`src/rtl/bp_pkg.sv`:
```
// Shared types and constants for the local-history branch predictor.
// PHT entries are 2-bit saturating direction counters.
package bp_pkg;

  typedef logic [1:0] pht_cnt_t;

  localparam pht_cnt_t SNT = 2'b00;
  localparam pht_cnt_t WNT = 2'b01;
  localparam pht_cnt_t WT  = 2'b10;
  localparam pht_cnt_t ST  = 2'b11;

  localparam pht_cnt_t PHT_RESET = WNT;

endpackage

```
`src/rtl/sat_cnt2.sv`:
```
// Two-bit saturating up/down counter step, purely combinational.
// Counts toward ST on taken and toward SNT on not-taken.
module sat_cnt2
  import bp_pkg::*;
(
  input  logic [1:0] cnt_in,
  input  logic       taken,
  output logic [1:0] cnt_out
);

  always_comb begin
    cnt_out = cnt_in;
    if (taken) begin
      if (cnt_in != ST) cnt_out = cnt_in + 2'd1;
    end else begin
      if (cnt_in != SNT) cnt_out = cnt_in - 2'd1;
    end
  end

endmodule

```
`src/rtl/bht_predictor.sv`:
```
// Two-level local-history branch predictor: per-pc history table indexing a shared PHT.
// Predicts in Fetch, trains and counts on the Memory-stage branch resolution.
module bht_predictor
  import bp_pkg::*;
#(
  parameter int BHT_BITS  = 6,
  parameter int BHR_WIDTH = 6,
  parameter int PHT_BITS  = 8,
  parameter int CNT_WIDTH = 32
) (
  input  logic                 clk,
  input  logic                 rst,
  input  logic [31:0]          pc,
  input  logic                 pcsrcM,
  input  logic                 pcsrcPM,
  input  logic                 branchM,
  input  logic [31:0]          pcM,
  output logic                 pbranchF,
  output logic                 pmis,
  output logic                 flushD,
  output logic                 flushE,
  output logic                 flushM,
  output logic [CNT_WIDTH-1:0] perf_branches,
  output logic [CNT_WIDTH-1:0] perf_mispredicts
);

  localparam int BHT_ENTRIES = 2 ** BHT_BITS;
  localparam int PHT_ENTRIES = 2 ** PHT_BITS;
  localparam int IDX_TOP     = ((BHT_BITS > PHT_BITS) ? BHT_BITS : PHT_BITS) + 2;

  logic [BHR_WIDTH-1:0] r_bht [BHT_ENTRIES];
  pht_cnt_t             r_pht [PHT_ENTRIES];
  logic [CNT_WIDTH-1:0] r_perf_branches;
  logic [CNT_WIDTH-1:0] r_perf_mispredicts;

  logic [BHT_BITS-1:0]  w_f_bht_idx;
  logic [BHR_WIDTH-1:0] w_f_hist;
  logic [PHT_BITS-1:0]  w_f_pht_idx;
  pht_cnt_t             w_f_cnt;

  logic [BHT_BITS-1:0]  w_m_bht_idx;
  logic [BHR_WIDTH-1:0] w_m_hist;
  logic [PHT_BITS-1:0]  w_m_pht_idx;
  pht_cnt_t             w_m_cnt;
  pht_cnt_t             w_m_cnt_next;
  logic [BHR_WIDTH-1:0] w_m_hist_next;

  logic                 w_pmis;
  logic                 w_unused;

  // Fetch-side lookup: history is zero-extended into the low PHT index bits.
  assign w_f_bht_idx = pc[BHT_BITS+1:2];
  assign w_f_hist    = r_bht[w_f_bht_idx];
  assign w_f_pht_idx = pc[PHT_BITS+1:2] ^ PHT_BITS'(w_f_hist);
  assign w_f_cnt     = r_pht[w_f_pht_idx];
  assign pbranchF    = w_f_cnt[1];

  // Memory-side lookup uses the history as it stands now, not as it stood at predict time.
  assign w_m_bht_idx = pcM[BHT_BITS+1:2];
  assign w_m_hist    = r_bht[w_m_bht_idx];
  assign w_m_pht_idx = pcM[PHT_BITS+1:2] ^ PHT_BITS'(w_m_hist);
  assign w_m_cnt     = r_pht[w_m_pht_idx];

  generate
    if (BHR_WIDTH > 1) begin : g_shift
      assign w_m_hist_next = {w_m_hist[BHR_WIDTH-2:0], pcsrcM};
    end else begin : g_single
      assign w_m_hist_next = pcsrcM;
    end
  endgenerate

  sat_cnt2 u_sat_cnt2 (
    .cnt_in  (w_m_cnt),
    .taken   (pcsrcM),
    .cnt_out (w_m_cnt_next)
  );

  assign w_pmis = branchM & (pcsrcM ^ pcsrcPM);
  assign pmis   = w_pmis;
  assign flushD = w_pmis;
  assign flushE = w_pmis;
  assign flushM = w_pmis;

  always_ff @(posedge clk or negedge rst) begin
    if (!rst) begin
      for (int i = 0; i < BHT_ENTRIES; i++) r_bht[i] <= '0;
      for (int j = 0; j < PHT_ENTRIES; j++) r_pht[j] <= PHT_RESET;
    end else if (branchM) begin
      r_bht[w_m_bht_idx] <= w_m_hist_next;
      r_pht[w_m_pht_idx] <= w_m_cnt_next;
    end
  end

  // Counters stick at all-ones rather than wrapping.
  always_ff @(posedge clk or negedge rst) begin
    if (!rst) begin
      r_perf_branches    <= '0;
      r_perf_mispredicts <= '0;
    end else if (branchM) begin
      if (r_perf_branches != '1) r_perf_branches <= r_perf_branches + CNT_WIDTH'(1);
      if (w_pmis && (r_perf_mispredicts != '1))
        r_perf_mispredicts <= r_perf_mispredicts + CNT_WIDTH'(1);
    end
  end

  assign perf_branches    = r_perf_branches;
  assign perf_mispredicts = r_perf_mispredicts;

  assign w_unused = ^{pc[31:IDX_TOP], pc[1:0], pcM[31:IDX_TOP], pcM[1:0]};

endmodule

```
`config.mk`:
```
export PLATFORM = sky130hd
export DESIGN_NAME = bht_predictor
export DESIGN_NICKNAME = d
export VERILOG_FILES = /design/src/rtl/bp_pkg.sv /design/src/rtl/sat_cnt2.sv /design/src/rtl/bht_predictor.sv
export SDC_FILE = /design/constraint.sdc
export NUM_CORES = 2
export LEC_CHECK = 0
export CAP_MARGIN = 20
export CORE_MARGIN = 1
export CORE_UTILIZATION = 45
export CTS_CLUSTER_SIZE = 20
export DETAILED_ROUTE_END_ITERATION = 8
export GPL_ROUTABILITY_DRIVEN = 0
export SYNTH_ARGS = -nofsm -noshare
export SYNTH_HDL_FRONTEND = slang
export SYNTH_SLANG_ARGS = --single-unit
```
`constraint.sdc`:
```
create_clock -name clk -period 11.3 [get_ports clk]
set_input_delay 3.39 -clock clk [delete_from_list [all_inputs] [get_ports clk]]
set_output_delay 3.39 -clock clk [all_outputs]
set_load 0.02 [all_outputs]
```
==> results_dict.tcl <==
set metrics [dict create \
    drc 0 \
    post_dp_cell_area_mm2 0.05266 \
    path_delay_family "multiplexers" \
    grt_max_degree 162 \
    antenna_found_initial 3 \
    syn-instance-count 4874 \
    cts_sinks 960 \
    synth-simple-area-share 0.1357 \
    dp_hpwl_um 106900 \
    rsz0062_at_grt "false" \
    cp_max_fo 8 \
    synth_compound_area_frac 0.1455 \
    cp_num_buf_inv 8 \
    post_drt_wl_per_cell_um 25.06 \
    clockRootBuffer "clkbuf_16" \
    muxShareOfSynthArea 0.1738 \
    io_pins 138 \
    layout_common_cells "1155 x nand2_1, 704 x dfrtp_1, 467 x o21ai_0" \
    syn2layout_area_growth_pct 15.46 \
    nets 5045 \
    status "completed" \
    vias 38835 \
    p_leak_nw 23.27 \
    cts_tree "built" \
    crit_chain "buf_12 -> buf_12 -> buf_12 -> mux4_2 -> mux4_2 -> mux4_2 -> xnor2_4 -> buf_6 -> nor2b_4 -> buf_4 -> buf_4 -> a22oi_1 -> a21oi_1 -> or4_1 -> o21ai_2 -> a2111oi_2 -> a21oi_2 -> buf_4 -> buf_2" \
    synth_top_family_by_area "multiplexers" \
    vias_per_cell 5.992 \
    finalHoldViolCount 0 \
    ant_nets 0 \
    ctsHoldBuffers 0 \
    synth_cell_types 85 \
    avgSynthCellArea_um2 10.11 \
    crit_path_start_kind "input pin" \
    yosys_most_used_dff "dfrtp_1" \
    fmax_ghz 0.08919 \
    dieArea_mm2 0.1109 \
    synthAdderAreaFrac 0.0009646 \
    dr.pass1.iters 6 \
    numCtsBuffers 107 \
    crit_arrival_ps 7820 \
    final_layout_size_suffix_gt1_frac 0.2161 \
    min_path_type "reg2reg" \
    clkLatencyLatePin_ps 720 \
    required_ps 7910 \
    maxSlewHeadroom 0.1515 \
    async_flop_share 1.000 \
    maxSlewViolCount 0 \
    portBuffers 89 \
    worst_slack_ps 87.39 \
    grt_first_pass_wirelength_um 247000 \
    powerDensity_mw_per_mm2 178.4 \
    die_h_um 333.0 \
    slowest_delay_ps 570 \
    grt.overflow.total 0 \
    crit_path_end_kind "output pin" \
    core_area_mm2 0.1087 \
    post-route-min-period_ps 11210 \
    total_power_w 0.01015 \
    first_global_vias 38248 \
    std_cell_rows 121 \
    yosysSeqAreaShare 0.4939 \
    nFillCells 9713 \
    post-place-ws_ps -619.5 \
    cts.reportedPaths.clkPinSlew_ps 70 \
    fin_skew_ps 38.70 \
    synth_edf_count 0 \
    fin_area_mm2 0.05691 \
    synth_area_mm2 0.04929 \
    yosys_warnings 0 \
    synth_xor_area_frac 0.01325 \
    drv_cap 0 \
    ys_ff_latch 960 \
    final_common_cell "nand2_1" \
    fp.dieW_um 333.0 \
    worstMarginPinSlew_ps 1266 \
    setup_viol 0 \
    start_util 0.4534 \
    slowest_stage "mux4_2" \
    htree_levels 3 \
    grt.total_usage 0.2936 \
    path_class "in2out" \
    wirelength_um 162400 \
    cts_buffer_depth 3 \
    drtIter0Drc 4043 \
    min_period_over_period 0.9923 \
    syn-num-nets 4945 \
    ir_drop_v 0.0001242 \
]
## layout make-up
cell class,count,area [µm²],share of cell area
Clock inverter,45,613.1,0.01077
Sequential cell,960,24340,0.4278
Tap cell,1414,1769,0.03109
Timing Repair Buffer,353,3512,0.06172
Clock buffer,156,3154,0.05543
Inverter,14,52.55,0.0009234
Antenna cell,1,2.502,0.00004397
Multi-Input combinational cell,3538,23460,0.4123
## worst reg2reg max path, stage by stage, from the launching register on
cell and delay [ps]:
dfrtp_1 390, mux2_1 290, mux4_2 490, o21ai_1 400
o2111ai_1 260, nor4_4 520, xnor2_2 270, buf_4 270
a21oi_2 660, buf_4 430, a22oi_1 160, nand2_1 220
o31a_1 140, nor4b_1 310, nand3_1 160, maj3_4 400
buf_12 210, o21ai_0 510
## power by group
part	internal, W	switching (W)	leakage, nW	total [W]
Combinational	0.000922	0.00136	9.25	0.00228
Clock	0.00223	0.00150	1.86	0.00373
Sequential	0.00386	0.000285	12.2	0.00414
## worst paths after layout
path / from / endpoint / slack, ps / depth (start not counted)
min in group asynchronous: rst / perf_mispredicts[16]$_DFFE_PN0P_ / 2620 / 1
max in group asynchronous: rst / r_bht[237]$_DFFE_PN0P_ / 6550 / 3
setup reg to reg: r_bht[111]$_DFFE_PN0P_ / r_pht[69]$_DFFE_PN0P_ / 5110 / 17
setup / recovery: pc[2] / pbranchF / 90 / 19
hold reg to reg: r_pht[444]$_DFFE_PN1P_ / r_pht[444]$_DFFE_PN1P_ / 460 / 2
hold / removal: r_pht[444]$_DFFE_PN1P_ / r_pht[444]$_DFFE_PN1P_ / 460 / 2
## cell families after synthesis
logic type,count (synthesis)
and+or+nand+nor,1647
DFF,960
AOI/OAI and AO/OA,1253
buffers and inverters,376
adders and majority gates,4
xor gates and xnor gates,72
muxes,562
## layer usage
layer  part of all wire  GRT usage  wire [µm]
met4              0.050     0.1386       8185
met5           0.000080          0         13
met3              0.074    0.05201      12010
met2               0.46     0.4536      74080
met1               0.42     0.4018      68130
## through the flow
stage                     std cells  hold WS [ps]  TNS (ps)    util
after floorplan                4874         441.5         0       -
after global placement         6257         448.2    -617.5  0.4843
after detailed placement       6258         452.7    -619.5  0.4844
after CTS                      6469         461.4         0  0.5216
after global routing           6480         470.2         0  0.5235
final                          6481         459.2         0  0.5235
## what timing repair did
item | 4_1_cts | 5_1_grt
resized for setup | 36 | 19
setup buffers | 8 | 4
pin swaps | 4 | 8
endpoints found under the hold margin | 0 | 0
setup endpoints to repair | 1 | 1
gates cloned | 2 | 2
## state kept, by name, summed over array words and instances (netlist names)
| register | flops |
|---|---|
| perf_branches | 32 |
| r_bht | 384 |
| r_pht | 512 |
| perf_mispredicts | 32 |
## cell usage after synthesis, types with 8 or more instances
cell	instances	area share
dfstp_2	256	0.14
o22ai_1	10	0.0013
a221oi_1	38	0.0068
inv_1	12	0.00091
o21ai_1	292	0.030
o2bb2ai_1	16	0.0028
nand2b_1	9	0.0011
buf_1	17	0.0013
nor2b_1	12	0.0015
a22o_1	20	0.0036
dfrtp_1	704	0.36
nand3_1	102	0.010
nor3_1	19	0.0019
nand2_1	1157	0.088
a211oi_1	14	0.0021
a21oi_1	200	0.020
xor2_1	21	0.0037
xnor2_1	48	0.0085
a22oi_1	108	0.016
mux2_2	77	0.018
and4_1	8	0.0014
nor2_1	262	0.020
buf_2	95	0.0096
and2_1	10	0.0013
buf_4	38	0.0058
nand4_1	12	0.0015
mux2i_1	254	0.052
a31oi_1	9	0.0011
clkbuf_1	192	0.015
buf_6	19	0.0043
and3_1	28	0.0036
o21ai_0	470	0.048
o221ai_1	8	0.0014
mux4_2	227	0.10
No activity file was read; power rests on OpenSTA's default activity.
